[src/rtl/arb_pkg.sv]
// rtl/arb_pkg.sv - shared encodings and defaults for the memory arbiter
package arb_pkg;

   typedef enum logic {
      NORMAL = 1'b0,
      BURST  = 1'b1
   } arb_state_t;

   typedef enum logic [1:0] {
      OWN_NONE = 2'd0,
      OWN_CPU  = 2'd1,
      OWN_DMA  = 2'd2
   } arb_owner_t;

   localparam int ARB_STARVE_MAX = 4;
   localparam int ARB_BURST_MAX  = 8;

endpackage

[src/rtl/mem_arbiter.sv]
// rtl/mem_arbiter.sv - single-port memory arbiter between the core and a DMA/debug port
module mem_arbiter
   import arb_pkg::*;
#(
   parameter int AW         = 32,
   parameter int DW         = 32,
   parameter int STARVE_MAX = ARB_STARVE_MAX,
   parameter int BURST_MAX  = ARB_BURST_MAX
) (
   input  logic          clk,
   input  logic          reset,
   input  logic          cpu_req,
   input  logic          cpu_we,
   input  logic [AW-1:0] cpu_adr,
   input  logic [DW-1:0] cpu_wd,
   output logic          cpu_stall,
   input  logic          dma_req,
   input  logic          dma_we,
   input  logic          dma_lock,
   input  logic [AW-1:0] dma_adr,
   input  logic [DW-1:0] dma_wd,
   output logic          dma_gnt,
   output logic [AW-1:0] mem_adr,
   output logic [DW-1:0] mem_wd,
   output logic          mem_we,
   output logic [DW-1:0] rd,
   input  logic [DW-1:0] mem_rd
);

   localparam logic [3:0] STARVE_LIM = 4'(STARVE_MAX);
   localparam logic [4:0] BEAT_LAST  = 5'(BURST_MAX - 1);
   localparam bit         BURST_EN   = (BURST_MAX > 1);

   arb_state_t state, state_next;
   arb_owner_t owner;
   logic [3:0] starve_cnt, starve_next;
   logic [4:0] beat_cnt, beat_next;
   logic       cpu_gnt;

   // Pick this cycle's owner; reset blocks both requesters outright
   always_comb begin
      owner = OWN_NONE;
      if (!reset) begin
         if (state == BURST) begin
            if (dma_req) owner = OWN_DMA;
         end else if (cpu_req && dma_req) begin
            owner = (starve_cnt < STARVE_LIM) ? OWN_CPU : OWN_DMA;
         end else if (cpu_req) begin
            owner = OWN_CPU;
         end else if (dma_req) begin
            owner = OWN_DMA;
         end
      end
   end

   assign cpu_gnt   = (owner == OWN_CPU);
   assign dma_gnt   = (owner == OWN_DMA);
   assign cpu_stall = cpu_req & ~cpu_gnt;
   assign rd        = mem_rd;

   // Route the winner onto the memory port; idle port drives zeros
   always_comb begin
      mem_adr = '0;
      mem_wd  = '0;
      mem_we  = 1'b0;
      case (owner)
         OWN_CPU: begin
            mem_adr = cpu_adr;
            mem_wd  = cpu_wd;
            mem_we  = cpu_we;
         end
         OWN_DMA: begin
            mem_adr = dma_adr;
            mem_wd  = dma_wd;
            mem_we  = dma_we;
         end
         default: ;
      endcase
   end

   // Burst FSM and fairness counter next-state
   always_comb begin
      state_next  = state;
      beat_next   = beat_cnt;
      starve_next = starve_cnt;
      case (state)
         NORMAL: begin
            if (dma_gnt && dma_lock && BURST_EN) begin
               state_next = BURST;
               beat_next  = 5'd1;
            end
         end
         BURST: begin
            // A dropped request ends the burst as well as a released lock or the last beat
            if (!dma_req || !dma_lock || (beat_cnt == BEAT_LAST)) begin
               state_next = NORMAL;
               beat_next  = '0;
            end else begin
               beat_next = beat_cnt + 5'd1;
            end
         end
         default: begin
            state_next = NORMAL;
            beat_next  = '0;
         end
      endcase
      if (dma_gnt || !dma_req) begin
         starve_next = '0;
      end else if (cpu_gnt && (starve_cnt < STARVE_LIM)) begin
         starve_next = starve_cnt + 4'd1;
      end
   end

   // State and counter registers; reset aborts any burst in flight
   always_ff @(posedge clk or posedge reset) begin
      if (reset) begin
         state      <= NORMAL;
         starve_cnt <= '0;
         beat_cnt   <= '0;
      end else begin
         state      <= state_next;
         starve_cnt <= starve_next;
         beat_cnt   <= beat_next;
      end
   end

endmodule

[config.mk]
export PLATFORM = sky130hd
export DESIGN_NAME = mem_arbiter
export DESIGN_NICKNAME = d
export VERILOG_FILES = /design/src/rtl/arb_pkg.sv /design/src/rtl/mem_arbiter.sv
export SDC_FILE = /design/constraint.sdc
export NUM_CORES = 1
export LEC_CHECK = 0
export ABC_AREA = 1
export CAP_MARGIN = 25
export CORE_AREA = 2 2 103 105
export DETAILED_ROUTE_END_ITERATION = 10
export DIE_AREA = 0 0 105 107
export PLACE_DENSITY_LB_ADDON = 0.25
export SYNTH_ARGS = -nofsm -noshare
export SYNTH_HDL_FRONTEND = slang
export SYNTH_SLANG_ARGS = --single-unit
[constraint.sdc]
create_clock -name clk -period 3.2 [get_ports clk]
set_input_delay 0.8 -clock clk [delete_from_list [all_inputs] [get_ports clk]]
set_output_delay 0.8 -clock clk [all_outputs]
set_load 0.02 [all_outputs]
**Word level (Yosys, flattened, before mapping)**

Cells that the tools add are included.

- Flip-flop bits (word level): 10
- Output and inout port bits: 99

- $add $sub $neg: 2
- Magnitude comparators: 1
- Equality and inequality tests: 4
- Mux-type cells: 17
- Bitwise operators: 3
- Reductions and logical operators: 9

Operators with widths:

| kind | count |
|---|---|
| one-hot mux 32 bit (2 select lines) | 2 |
| two-way mux 2 bit | 6 |
| two-way mux 5 bit | 2 |
| one-hot mux 5 bit (2 select lines) | 1 |
| two-way mux 4 bit | 2 |
| adder 5 x 1 -> 5 bit, second input constant | 1 |
| equality test 5 x 3 -> 1 bit, second input constant | 1 |
| adder 4 x 1 -> 4 bit, second input constant | 1 |
| < comparator 4 x 3 -> 1 bit, second input constant | 1 |
| one-hot mux 1 bit (2 select lines) | 2 |
| logical AND 1 bit | 3 |
| logical OR 1 bit | 3 |
| equality test 2 x 1 -> 1 bit, second input constant | 1 |
| equality test 2 bit, second input constant | 1 |
| zero test 1 bit | 2 |
| two-way mux 1 bit | 2 |
| != test 2 bit, second input constant | 1 |
| NOT 1 bit | 2 |
| nonzero test 2 bit | 1 |
| bitwise AND 1 bit | 1 |

**Longest topological paths before layout**

- Word-level depth: 9
- Depth in mapped cells: 11
- Mapped depth without buffers: 11

**Worst setup path before layout**

Ideal clock, no wire load.

- Path kind: input-to-output
- Start: input reset
- End: output mem_adr[0]
- Data arrival time: 2.395 ns
- Slack: 0.005 ns
- Stages: 8
- Cell sequence: inv_1 -> o211ai_1 -> inv_1 -> ha_1 -> buf_2 -> buf_2 -> nand2_1 -> a21oi_1

- Word-level cells in the longest chain between the ends: 3

RTL lines:

| what | line | RTL |
|---|---|---|
| start: declaration | mem_arbiter.sv:11 | `input logic reset,` |
| two-way mux 2 bit | mem_arbiter.sv:43 | `if (!reset) begin` |
| equality test 2 bit | -- |  |
| net dma_gnt | mem_arbiter.sv:22 | `output logic dma_gnt,` |
| one-hot mux 32 bit (2 select lines) | mem_arbiter.sv:66 | `case (owner)` |
| end: declaration | mem_arbiter.sv:23 | `output logic [AW-1:0] mem_adr,` |

The timed path passes the listed nets, and every way through them passes these cells.

**Final worst setup path**

- Start: input reset
- End: output mem_adr[3]

- Word-level cells in the longest chain between the ends: 3

RTL lines:

| what | line |
|---|---|
| two-way mux 2 bit (*) | mem_arbiter.sv:43 |
| equality test 2 bit or equality test 2 x 1 -> 1 bit (tied branches) | mem_arbiter.sv:66 |
| one-hot mux 32 bit (2 select lines) (*) | mem_arbiter.sv:66 |

Every way passes the cells marked *; elsewhere a longest branch is shown, timed or not.

==> run_results.csv <==
group,metric,value,unit
finish,area_growth,107,%
place,io_buffers,201,
sta,slew_violations,0,
pwr,leakagePower,1.54,nW
job,maxCapViolCount,0,
drt,ant_nets,0,
place,dp_hpwl,6890,um
finish,drive_gt1_frac,0.182,
drt,via_per_inst,4.19,
setup_path,cp_slowest_stage_delay,0.32,ns
floorplan,die_y,107,um
hold_path,hold_class,"flop to flop",
sta,min_period,3.10,ns
clock_tree,numClockSinks,10,
synth,syn_nets,501,
drt,drtIter0Drc,151,
drt,wl_met1,3580,um
setup_path,path_cells,"dlygate4sd2_1, inv_2, o211ai_1, buf_4, inv_1, ha_4, buf_12, nand2_1, a21oi_1, clkdlybuf4s15_1",
synth,ys_seq_elements,10,
synth,synth_common_cells,"nand2_1, a21oi_1, buf_4",
synth,netlist.area_leader.share,0.325,
finish,multi_input_area,1110,um2
finish,seq_area,250,um2
synth,synthArstFlopShare,1.00,
place,dp_cells,623,
setup_path,crit_path_end_kind,"primary output",
setup_path,path_buf_inv,6,
sta,fmax,0.323,GHz
pwr,pwr-share-clk,0.220,
synth,ys.flop_type,"dfrtp_1",
setup_path,cp_data_arrival_time,2.30,ns
synth,syn_inst,329,
synth,yosysSeqAreaShare,0.143,
synth,synth_area_leaders,"nand2_1, a21oi_1, buf_4",
floorplan,num_io_pins,266,
sta,hold_viol,0,
finish,n_antenna_cell,0,
clock_tree,cts_tree,"built",
sta,rsz0062_at_grt,"no",
place,gp_congestion,0.861,
drt,wl_per_cell,14.3,um
drt,drc,0,
clock_tree,numCtsBuffers,3,
synth,avgSynthCellArea,5.33,um2
grt,grt_pass1_vias,2636,
sta,fin_worst_skew,0.00159,ns
floorplan,start_util,0.174,
setup_path,crit_type,"input port to primary output",
setup_path,worst_setup_path_start_kind,"input port",
synth,synth_area_leader_cell,"nand2_1",
pwr,internal_power,0.475,mW
drt,first_pass_iters,4,
drt,met2_wirelength,4850,um
grt,antenna_found_initial,0,
place,place_ws,-0.603,ns
grt,grt_max_degree,38,
synth,netlist-cell-type-count,13,
drt,wirelength,9100,um
sta,relSlewSlack,0.843,
setup_path,crit_family,"buffers and inverters",
pwr,powerDensity,196,nW/um2
synth,synth_enable_flop_cells,0,
clock_tree,clock_latency,0.23,ns
synth,syn_area,1750,um2
synth,synth.most_common_cell,"nand2_1",
sta,holdWs,0.496,ns
setup_path,critPathSlowestCell,"clkdlybuf4s15_1",
clock_tree,cts_buffer_depth,2,
pwr,p_switching,0.237,mW
floorplan,core.rowCount,37,
synth,yosys_warnings,0,
setup_path,crit_fanout,23,
clock_tree,clk_pin_slew_worst_paths,0.05,ns
drt,top_layer_used,"met4",
pwr,sw_frac_of_total,0.333,
sta,setup_viol,0,
finish,final_core_util,0.360,
drt,wl_met3,607,um
setup_path,cp.required,2.40,ns
sta,post-route-worst-setup-slack,0.103,ns
finish,final_nets,673,
sta,fin_crit_sh,0.968,
floorplan,core_region_area,10100,um2
floorplan,dieArea,11200,um2
grt,grt_usage,0.150,
sta,worstMarginPinSlew,0.234,ns
finish,layoutNonFillerInstCount,636,
drt,num_vias,2663,
pwr,comb_power_share,0.580,
outcome,outcome,"finished clean",
finish,fillers,1135,
pwr,ir_worst_vdd,0.276,mV
pwr,seqPwrFrac,0.200,
clock_tree,htree_levels,1,
clock_tree,cts-root-buf,"clkbuf_8",
floorplan,die_w,105,um
grt,grt_pass1_wl,13900,um
grt,overflow,0,
[cell type report]
| class | count | share of cell area |
|---|---|---|
| Multi-Input combinational cell | 248 | 0.306 |
| Inverter | 18 | 0.0186 |
| Timing Repair Buffer | 220 | 0.544 |
| Tap cell | 136 | 0.0469 |
| Clock buffer | 4 | 0.0152 |
| Sequential cell | 10 | 0.0690 |
[metrics by stage]
step	cell area (um2)	TNS, ns	power [mW]
floorplan	1750	0	0.347
global placement	3740	-33.43	0.558
detailed placement	3740	-34.38	0.561
CTS	3880	0	0.729
global route	3630	0	0.760
finish	3630	0	0.712
[cell usage in the layout, fill, tap and decap left out, types with 3 or more instances in the layout]
cell type	count
clkdlybuf4s50_1	131
inv_1	16
buf_12	6
nor2_1	9
o21ai_0	6
dlygate4sd2_1	4
nand2_1	152
clkbuf_8	4
a21oi_1	68
buf_4	9
dfrtp_1	10
buf_2	8
nand3_1	5
ha_1	3
clkbuf_2	53
[layer usage]
metal	GRT usage	up-vias
met5	0	-
met4	0.0133	0
met3	0.0426	4
met2	0.288	119
met1	0.171	1190
li1	-	1350
[power by group through the flow]
stage / clock (mW) / sequential (mW) / combinational (mW)
6_report: 0.157 / 0.142 / 0.413
5_1_grt: 0.169 / 0.143 / 0.448
4_1_cts: 0.160 / 0.142 / 0.427
3_5_place_dp: 0 / 0.144 / 0.418
3_3_place_gp: 0 / 0.143 / 0.415
2_1_floorplan: 0 / 0.141 / 0.206
[final timing paths]
path / from / end / slack, ns / cells past startpoint
min in group asynchronous: reset / starve_cnt[1] / 0.71 / 3
setup reg to reg: starve_cnt[3] / starve_cnt[2] / 1.20 / 14
hold reg to reg: starve_cnt[3] / starve_cnt[3] / 0.50 / 2
setup / recovery: reset / mem_adr[3] / 0.10 / 10
max in group asynchronous: reset / beat_cnt[4] / 2.34 / 3
hold / removal: starve_cnt[3] / starve_cnt[3] / 0.50 / 2
[flip-flops by register name (all words and copies together), names as in the netlist]
name and flops:
starve_cnt 4, beat_cnt 5, state 1
[timing repair]
item	4_1_cts	5_1_grt
buffers inserted	7	0
gates cloned	2	0
hold buffers	0	0
endpoints found under the setup margin	67	64
pin swaps	4	0
gates resized for setup	113	106
[tightest hold or removal path: stages, from the launching register on]
cell and delay [ns]:
dfrtp_1 0.32, inv_1 0.05, nor2_1 0.09
[cells by family (layout without fill, tap and decap cells)]
| family | after synthesis | in the layout | share of synthesized area |
|---|---|---|---|
| simple gates | 167 | 167 | 0.363 |
| fa+ha+maj | 5 | 5 | 0.0357 |
| buf+inv | 71 | 242 | 0.241 |
| compound gates | 76 | 76 | 0.218 |
| flops | 10 | 10 | 0.143 |
Power figures use the tool's default switching activity.
